$ cat config.mk
export PLATFORM = sky130hd
export DESIGN_NAME = pc_gen
export DESIGN_NICKNAME = d
export VERILOG_FILES = /design/src/rtl/pc_gen.sv
export SDC_FILE = /design/constraint.sdc
export NUM_CORES = 1
export LEC_CHECK = 0
export CORE_AREA = 2 2 102 104
export CTS_CLUSTER_DIAMETER = 100
export DETAILED_ROUTE_END_ITERATION = 8
export DIE_AREA = 0 0 104 106
export DONT_BUFFER_PORTS = 1
export PLACE_DENSITY = 0.62
export SLEW_MARGIN = 20
export SYNTH_ARGS = -nofsm -noshare
export SYNTH_HDL_FRONTEND = slang
export SYNTH_SLANG_ARGS = --single-unit
$ cat constraint.sdc
create_clock -name clk -period 4.2 [get_ports clk]
set_input_delay 0.84 -clock clk [delete_from_list [all_inputs] [get_ports clk]]
set_output_delay 0.84 -clock clk [all_outputs]
set_load 0.01 [all_outputs]
$ cat src/rtl/pc_gen.sv
// pc_gen: program-counter generator driving instruction fetch over a
// valid/ready handshake.
//
// The next PC is chosen by priority: trap vector, then branch/jump redirect,
// then the sequential step on an accepted fetch. The block supports
// halt/resume for debug and keeps a counter of accepted fetches.
//
// Optional feature, selected by the RVC_EN macro:
//   defined   - targets need 2-byte alignment; the step is 2 when
//               is_compressed is set, otherwise 4.
//   undefined - targets need 4-byte alignment; the step is always 4 and
//               is_compressed is ignored.

module pc_gen #(
    parameter int unsigned     XLEN         = 32,
    parameter logic [XLEN-1:0] RESET_VECTOR = 32'h0000_0000,
    parameter int unsigned     CNT_W        = 16
) (
    input  logic             clk,
    input  logic             rst_n,

    // Redirect sources from the trap and EX logic
    input  logic             trap_valid,
    input  logic [XLEN-1:0]  trap_vector,
    input  logic             redirect_valid,
    input  logic [XLEN-1:0]  redirect_target,
    input  logic             is_compressed,

    // Debug control
    input  logic             halt_req,
    input  logic             resume,

    // Fetch handshake
    input  logic             fetch_ready,
    output logic             fetch_valid,
    output logic [XLEN-1:0]  fetch_pc,
    output logic [XLEN-1:0]  pc_plus,

    // Status
    output logic             halted,
    output logic             misalign_err,
    output logic [XLEN-1:0]  bad_addr,
    output logic [CNT_W-1:0] fetch_count
);

    // Highest address bit that must be zero for a legal target
`ifdef RVC_EN
    localparam int unsigned AlignMsb = 0;
`else
    localparam int unsigned AlignMsb = 1;
`endif

    typedef enum logic [1:0] {
        StBoot = 2'd0,
        StRun  = 2'd1,
        StHalt = 2'd2
    } state_e;

    state_e           state_q;
    logic             fetch_valid_q;
    logic             halted_q;

    logic [XLEN-1:0]  fetch_pc_q,    fetch_pc_d;
    logic             misalign_q,    misalign_d;
    logic [XLEN-1:0]  bad_addr_q,    bad_addr_d;
    logic [CNT_W-1:0] fetch_count_q, fetch_count_d;

    logic [XLEN-1:0]  step;
    logic [XLEN-1:0]  pc_plus_w;
    logic             xfer;
    logic             req_pending;
    logic             trap_aligned;
    logic             redirect_aligned;

    // Sequential step size; a compressed instruction only shortens it with RVC_EN
`ifdef RVC_EN
    always_comb begin
        step = is_compressed ? XLEN'(2) : XLEN'(4);
    end
`else
    logic unused_is_compressed;
    assign unused_is_compressed = is_compressed;

    always_comb begin
        step = XLEN'(4);
    end
`endif

    // Wrap-around past the top of the address space is silent
    assign pc_plus_w = fetch_pc_q + step;

    assign xfer        = fetch_valid_q && fetch_ready;
    assign req_pending = fetch_valid_q && !fetch_ready;

    assign trap_aligned     = (trap_vector[AlignMsb:0] == '0);
    assign redirect_aligned = (redirect_target[AlignMsb:0] == '0);

    // Control FSM: state plus its registered fetch_valid/halted outputs
    always_ff @(posedge clk or negedge rst_n) begin
        if (!rst_n) begin
            state_q       <= StBoot;
            fetch_valid_q <= 1'b0;
            halted_q      <= 1'b0;
        end else begin
            unique case (state_q)
                StBoot: begin
                    // Single idle cycle after reset release before fetching
                    state_q       <= StRun;
                    fetch_valid_q <= 1'b1;
                    halted_q      <= 1'b0;
                end
                StRun: begin
                    // Never abandon an outstanding request; halt once it is accepted
                    if (halt_req && !req_pending) begin
                        state_q       <= StHalt;
                        fetch_valid_q <= 1'b0;
                        halted_q      <= 1'b1;
                    end
                end
                StHalt: begin
                    if (resume) begin
                        state_q       <= StRun;
                        fetch_valid_q <= 1'b1;
                        halted_q      <= 1'b0;
                    end
                end
                default: begin
                    state_q       <= StBoot;
                    fetch_valid_q <= 1'b0;
                    halted_q      <= 1'b0;
                end
            endcase
        end
    end

    // Next-PC selection, misalignment capture and fetch counting
    always_comb begin
        fetch_pc_d    = fetch_pc_q;
        misalign_d    = 1'b0;
        bad_addr_d    = bad_addr_q;
        fetch_count_d = fetch_count_q;

        // An accepted fetch always counts, even when a redirect replaces the PC
        if (xfer) begin
            fetch_count_d = fetch_count_q + CNT_W'(1);
        end

        if (state_q != StBoot) begin
            if (trap_valid) begin
                // A bad trap vector also swallows any same-cycle redirect
                if (trap_aligned) begin
                    fetch_pc_d = trap_vector;
                end else begin
                    misalign_d = 1'b1;
                    bad_addr_d = trap_vector;
                end
            end else if (redirect_valid) begin
                // A bad redirect freezes the PC rather than stepping past it
                if (redirect_aligned) begin
                    fetch_pc_d = redirect_target;
                end else begin
                    misalign_d = 1'b1;
                    bad_addr_d = redirect_target;
                end
            end else if (xfer) begin
                fetch_pc_d = pc_plus_w;
            end
        end
    end

    // Datapath registers; reset also discards any outstanding request
    always_ff @(posedge clk or negedge rst_n) begin
        if (!rst_n) begin
            fetch_pc_q    <= RESET_VECTOR;
            misalign_q    <= 1'b0;
            bad_addr_q    <= '0;
            fetch_count_q <= '0;
        end else begin
            fetch_pc_q    <= fetch_pc_d;
            misalign_q    <= misalign_d;
            bad_addr_q    <= bad_addr_d;
            fetch_count_q <= fetch_count_d;
        end
    end

    assign fetch_valid  = fetch_valid_q;
    assign fetch_pc     = fetch_pc_q;
    assign pc_plus      = pc_plus_w;
    assign halted       = halted_q;
    assign misalign_err = misalign_q;
    assign bad_addr     = bad_addr_q;
    assign fetch_count  = fetch_count_q;

endmodule

==> flow_metrics.py, run 1 <==
metrics = {
    "outcome": {
        "status": "finished clean",
    },
    "sta": {
        "rsz0062_at_grt": "no",
        "fmax_ghz": 0.301,
        "worst_slew_pin_slew_ps": 938,
        "skew_ps": 15.8,
        "fin_crit_ps": 3330,
        "max_slew_margin": 0.373,
        "hold_violations": 0,
        "setup_tns_ps": 0,
        "setup_viol": 0,
        "finalCritPeriodShare": 0.792,
        "slew_violations": 0,
    },
    "place": {
        "portBuffers": 0,
        "gp_congestion": 0.843,
        "place_area_um2": 4890,
        "hpwl_mm": 9.52,
    },
    "floorplan": {
        "coreArea_um2": 10000,
        "die_w_um": 104,
        "dieArea_um2": 11000,
        "die_h_um": 106,
        "std_cell_rows": 37,
        "start_util": 0.483,
        "io_pins": 187,
    },
    "logic_synthesis": {
        "synth-adder-area-share": 0.00518,
        "synth_top_area_frac": 0.430,
        "synth_edf_count": 0,
        "synth_flop_cell": "dfrtp_1",
        "synthTopCellsByArea": "dfrtp_1, mux2i_1, o21ai_0",
        "synth.avg_cell_area_um2": 9.17,
        "synthCells": 527,
        "synth_area_leader_cell": "dfrtp_1",
        "yosys_warnings": 0,
        "ys_seq_area_frac": 0.430,
        "synth_top_family_by_area": "compound AO/OA/AOI/OAI gates",
        "syn_nets": 601,
        "synth_compound_area_frac": 0.188,
        "synthXorXnorAreaFrac": 0.0761,
        "synth_mux_area_frac": 0.0686,
        "synth-seq-cells": 83,
        "async_flop_share": 1.00,
        "netlist_area_um2": 4830,
        "synth-simple-area-share": 0.186,
        "synth_cell_type_count": 55,
    },
    "power": {
        "seq_power_share": 0.533,
        "irDropWorstVdd_mv": 0.169,
        "p_leak_nw": 2.23,
        "pwr-share-comb": 0.215,
        "netSwitchingFraction": 0.384,
        "p_clk_frac": 0.252,
        "pwr_density_cell_nw_per_um2": 487,
        "p_sw_w": 0.000953,
        "intPower_w": 0.00153,
    },
    "clock_tree": {
        "cts_buffers": 9,
        "cts_setup_buffers": 0,
        "clock_sinks": 83,
        "cts_tree": "yes",
        "clkTransAtPathRegs_ps": 90,
        "cts.repair.resized": 0,
        "root_buffer": "clkbuf_8",
        "h-tree-depth": 3,
        "clk_latency_ps": 360,
        "clock_path_buffers": 2,
        "hold_buffers": 0,
    },
    "cells_and_area": {
        "area.growth.synth_to_final_pct": 5.62,
        "final_common_cell": "dfrtp_1",
        "drive_above_1_share": 0.0705,
        "final_cell_mix": "dfrtp_1, nand2_1, o21ai_0",
        "fin_area_um2": 5100,
        "finalNetCount": 580,
        "final_util": 0.510,
        "fillCellCount": 973,
        "antennaDiodeCount": 0,
    },
    "setup_path": {
        "worstPathMaxFanout": 10,
        "start_kind": "flip-flop",
        "cp_num_buf_inv": 0,
        "path_cells": "nand4_4 -> or4_4 -> nor3_4 -> nand2_1 -> xnor2_1",
        "r2r_start": "fetch_pc[2]",
        "rr_worst_depth": 7,
        "crit_family": "simple AND/OR/NAND/NOR gates",
        "cp-end-kind": "output pin",
        "worstSetupPathType": "flip-flop to output pin",
        "arrival_ps": 2490,
        "crit_required_ps": 3360,
        "r2r_setup_slack_ps": 1910,
        "slowest_delay_ps": 670,
        "reg2reg_to": "fetch_pc[20]",
        "crit_slowest_cell": "or4_4",
    },
    "routing": {
        "vias": 3821,
        "drcViolationCount": 0,
        "postRouteAntennaNets": 0,
        "vias_per_cell": 5.91,
        "drt-initial-drc-count": 268,
        "firstDrtPassIters": 4,
        "drt_wl_total_mm": 13.3,
        "wl_per_cell_um": 20.5,
    },
    "global_routing": {
        "grt_pass1_wl_mm": 21.2,
        "first_global_vias": 3711,
        "antenna_found_initial": 0,
        "grt_usage": 0.246,
        "grt_max_degree": 84,
        "overflow": 0,
    },
    "run": {
        "drv_cap": 0,
    },
    "min_path": {
        "min_path_type": "primary input to asynchronous set/reset pin",
    },
}
-- state kept, by name, indices dropped and copies added (netlist names) --
signal and cells:
state_q 1, fetch_count 16, fetch_pc 32, halted 1
bad_addr 32, misalign_err 1
-- stage by stage --
step,hold slack (ps),setup WS [ps],std cells,power [W]
finish,168,874,647,0.00248
global route,141,690,647,0.00264
CTS,146,835,647,0.00251
detailed placement,538,1220,631,0.00188
global placement,533,1250,631,0.00186
floorplan,504,1430,527,0.00173
-- cells in the mapped netlist, drive strengths merged, types with 7 or more instances --
library cell and instances:
dfrtp 83, mux2i 32, nand2b 7, buf 11, a22oi 10, xor2 17, nand3 13, nor2 36
a21oi 25, clkbuf 27, nand4 9, xnor2 25, o21ai 60, a31oi 8, nand2 65, inv 14
nor3 10, a22o 8, and3 7
-- layer usage --
metal	track usage	wire length (um)	share of wire	up-vias
met3	0.0687	1090	0.082	14
met2	0.371	6040	0.45	152
met1	0.343	5960	0.45	1832
met5	0	0	0	-
li1	-	-	-	1823
met4	0.0840	193	0.015	0
-- power groups by stage --
stage,registers [W],logic [W],clock network [W]
6_report,0.00132,0.000534,0.000625
3_5_place_dp,0.00134,0.000535,0
5_1_grt,0.00136,0.000601,0.000682
4_1_cts,0.00133,0.000538,0.000641
2_1_floorplan,0.00126,0.000466,0
3_3_place_gp,0.00134,0.000521,0
-- final cells by class --
| type | instances | area (um2) | share of cell area |
|---|---|---|---|
| Tap cell | 136 | 170 | 0.0333 |
| Clock buffer | 11 | 131 | 0.0257 |
| Clock inverter | 5 | 77.6 | 0.0152 |
| Timing Repair Buffer | 6 | 45.0 | 0.00883 |
| Multi-Input combinational cell | 392 | 2550 | 0.500 |
| Inverter | 14 | 52.6 | 0.0103 |
| Sequential cell | 83 | 2080 | 0.407 |
-- logic make-up (layout without fill, tap and decap cells) --
kind of cell             count (synthesis)  in the layout
AND/OR/NAND/NOR                        168            168
multiplexers                            33             33
XOR/XNOR                                42             42
adder cells (fa/ha/maj)                  2              2
buffers and inverters                   52             36
flip-flops                              83             83
AO/OA/AOI/OAI                          147            147
-- worst register-to-register path: cells and delay by family (launching register included) --
kind                       cells  cell delay [ps]
and+or+nand+nor                3              650
DFF                            1              520
xor gates and xnor gates       1              430
adders and majority gates      1              240
buffers and inverters          1              220
AOI/OAI and AO/OA              1              190
-- how the worst max path moves through the flow --
stage | cells after the start | startpoint | end
2_1_floorplan | 6 | fetch_pc[9] | pc_plus[29]
3_3_place_gp | 5 | fetch_pc[9] | pc_plus[29]
3_5_place_dp | 6 | redirect_valid | fetch_pc[14]
4_1_cts | 5 | fetch_pc[9] | pc_plus[29]
5_1_grt | 4 | fetch_pc[2] | pc_plus[19]
6_report | 5 | fetch_pc[9] | pc_plus[29]
Note: power is estimated with default switching activity, not from simulation.
==> run 2, diff against run 1 <==
ABC_AREA = 1   (was default)
PLACE_DENSITY = 0.64   (was 0.62)
clock period = 3 ns   (was 4.2 ns; I/O delays follow)
==> run 2 against run 1 <==
Compared with the run above: synthesized cell count grew 32%; combinational power increased to 3.5 times the previous value; clock skew is 2.8 ps lower; non-clock buffer count decreased by 2; die area is the same; critical path type unchanged; critical endpoint is now pc_plus[24]; highest routed layer unchanged.
==> flow_metrics.py, run 2 <==
metrics = {
    "clock_tree": {
        "cts_buffers": 9,
        "cts_tree": "yes",
        "hold_buffers": 1,
        "clock_sinks": 83,
        "h-tree-depth": 3,
        "root_buffer": "clkbuf_8",
        "cts.repair.resized": 0,
        "clk_latency_ps": 360,
        "clock_path_buffers": 2,
        "cts_setup_buffers": 0,
        "clkTransAtPathRegs_ps": 100,
    },
    "global_routing": {
        "grt_max_degree": 84,
        "grt_usage": 0.265,
        "antenna_found_initial": 0,
        "overflow": 0,
        "first_global_vias": 4458,
        "grt_pass1_wl_mm": 23.3,
    },
    "cells_and_area": {
        "area.growth.synth_to_final_pct": 5.66,
        "finalNetCount": 757,
        "antennaDiodeCount": 0,
        "final_cell_mix": "nand2_1, nor2_1, dfrtp_1",
        "drive_above_1_share": 0.0480,
        "final_util": 0.510,
        "final_common_cell": "nand2_1",
    },
    "routing": {
        "vias_per_cell": 5.45,
        "postRouteAntennaNets": 0,
        "drcViolationCount": 0,
        "vias": 4489,
        "firstDrtPassIters": 5,
        "routed.top_layer": "met4",
        "dr_wl_met2_mm": 6.49,
        "drt-initial-drc-count": 324,
        "wl_met3_mm": 1.39,
        "wl_met1_mm": 6.00,
        "drt_wl_total_mm": 14.3,
        "wl_per_cell_um": 17.4,
    },
    "logic_synthesis": {
        "synth_cell_type_count": 29,
        "netlist_area_um2": 4820,
        "synth_top_area_frac": 0.431,
        "synthTopCellsByArea": "dfrtp_1, nand2_1, nor2_1",
        "synthTopCellsByCount": "nand2_1, nor2_1, dfrtp_1",
        "async_flop_share": 1.00,
        "ys_seq_area_frac": 0.431,
        "yosys_warnings": 0,
        "synth.avg_cell_area_um2": 6.94,
        "synth_flop_cell": "dfrtp_1",
        "synth-seq-cells": 83,
        "synth_area_leader_cell": "dfrtp_1",
        "synthCells": 695,
        "synth_most_common_cell": "nand2_1",
        "synth_edf_count": 0,
        "syn_nets": 769,
    },
    "place": {
        "gp_congestion": 0.926,
        "hpwl_mm": 10.5,
        "portBuffers": 0,
        "post-place-ws_ps": 520,
    },
    "setup_path": {
        "crit_slowest_cell": "dfrtp_1",
        "cp-end-kind": "output pin",
        "worstPathMaxFanout": 4,
        "cp_num_buf_inv": 0,
        "crit_required_ps": 2400,
        "crit_family": "simple AND/OR/NAND/NOR gates",
        "start_kind": "flip-flop",
        "arrival_ps": 2120,
        "slowest_delay_ps": 450,
        "cp_common_cell": "nand2_1",
        "path_cells": "ha_1 -> nand2_1 -> nor2_2 -> nand2_1 -> nor2_1 -> nand3_1 -> nand2_1",
        "worstSetupPathType": "flip-flop to output pin",
    },
    "sta": {
        "finalCritPeriodShare": 0.905,
        "slew_violations": 0,
        "rsz0062_at_grt": "no",
        "skew_ps": 13.0,
        "fmax_ghz": 0.368,
        "hold_violations": 0,
        "worst_slew_pin_slew_ps": 954,
        "max_slew_margin": 0.363,
        "setup_viol": 0,
        "worst_slack_ps": 284,
        "setup_tns_ps": 0,
        "fin_crit_ps": 2720,
        "hold_ws_ps": 128,
    },
    "min_path": {
        "min_path_type": "primary input to asynchronous set/reset pin",
    },
    "outcome": {
        "status": "finished clean",
    },
    "power": {
        "pwr_density_cell_nw_per_um2": 988,
        "p_leak_nw": 2.48,
        "power_w": 0.00504,
        "irDropWorstVdd_mv": 0.451,
    },
    "floorplan": {
        "io_pins": 187,
        "dieArea_um2": 11000,
        "std_cell_rows": 37,
        "start_util": 0.482,
        "die_h_um": 106,
        "coreArea_um2": 10000,
        "die_w_um": 104,
    },
    "run": {
        "drv_cap": 0,
    },
}
## run 2: final cells by class
class / instances / area (um2)
clock buffer: 11 / 141
clock inverter: 5 / 38.8
multi-input combinational: 531 / 2410
tap: 136 / 170
sequential: 83 / 2080
fill: 1047 / 4900
timing repair buffer: 4 / 50.0
inverter: 54 / 205
## run 2: where the power goes
part	leakage [nW]	internal, W	switching (W)
clock	0.0895	0.000327	0.000440
sequential	0.972	0.00158	0.000828
combinational	1.42	0.000590	0.00127
## run 2: stage by stage
| step | instances | area (um2) |
|---|---|---|
| floorplan | 695 | 4820 |
| global placement | 807 | 4890 |
| detailed placement | 807 | 4890 |
| CTS | 824 | 5100 |
| global route | 824 | 5100 |
| finish | 824 | 5100 |
## run 2: per-layer routing
layer | vias to the layer above | global-route usage
li1 | 2220 | -
met1 | 2025 | 0.334
met2 | 217 | 0.424
met3 | 27 | 0.0803
met4 | 0 | 0.117
met5 | - | 0
## run 2: path summary, 6_finish.rpt
kind	to	from	slack, ps	cells after the start
min reg2reg	bad_addr[14]	bad_addr[14]	560	2
min in group clk	bad_addr[9]	trap_vector[9]	380	2
max reg2reg	fetch_pc[24]	state_q[0]	670	7
max in group asynchronous	fetch_pc[24]	rst_n	2510	1
max	pc_plus[24]	fetch_pc[2]	280	7
min	fetch_count[10]	rst_n	130	1
## run 2: kinds of logic after synthesis
logic type	after synthesis	synth area share
flops	83	0.431
compound gates	125	0.139
simple gates	384	0.320
fa+ha+maj	2	0.00519
xor+xnor	20	0.0363
buf+inv	81	0.0690
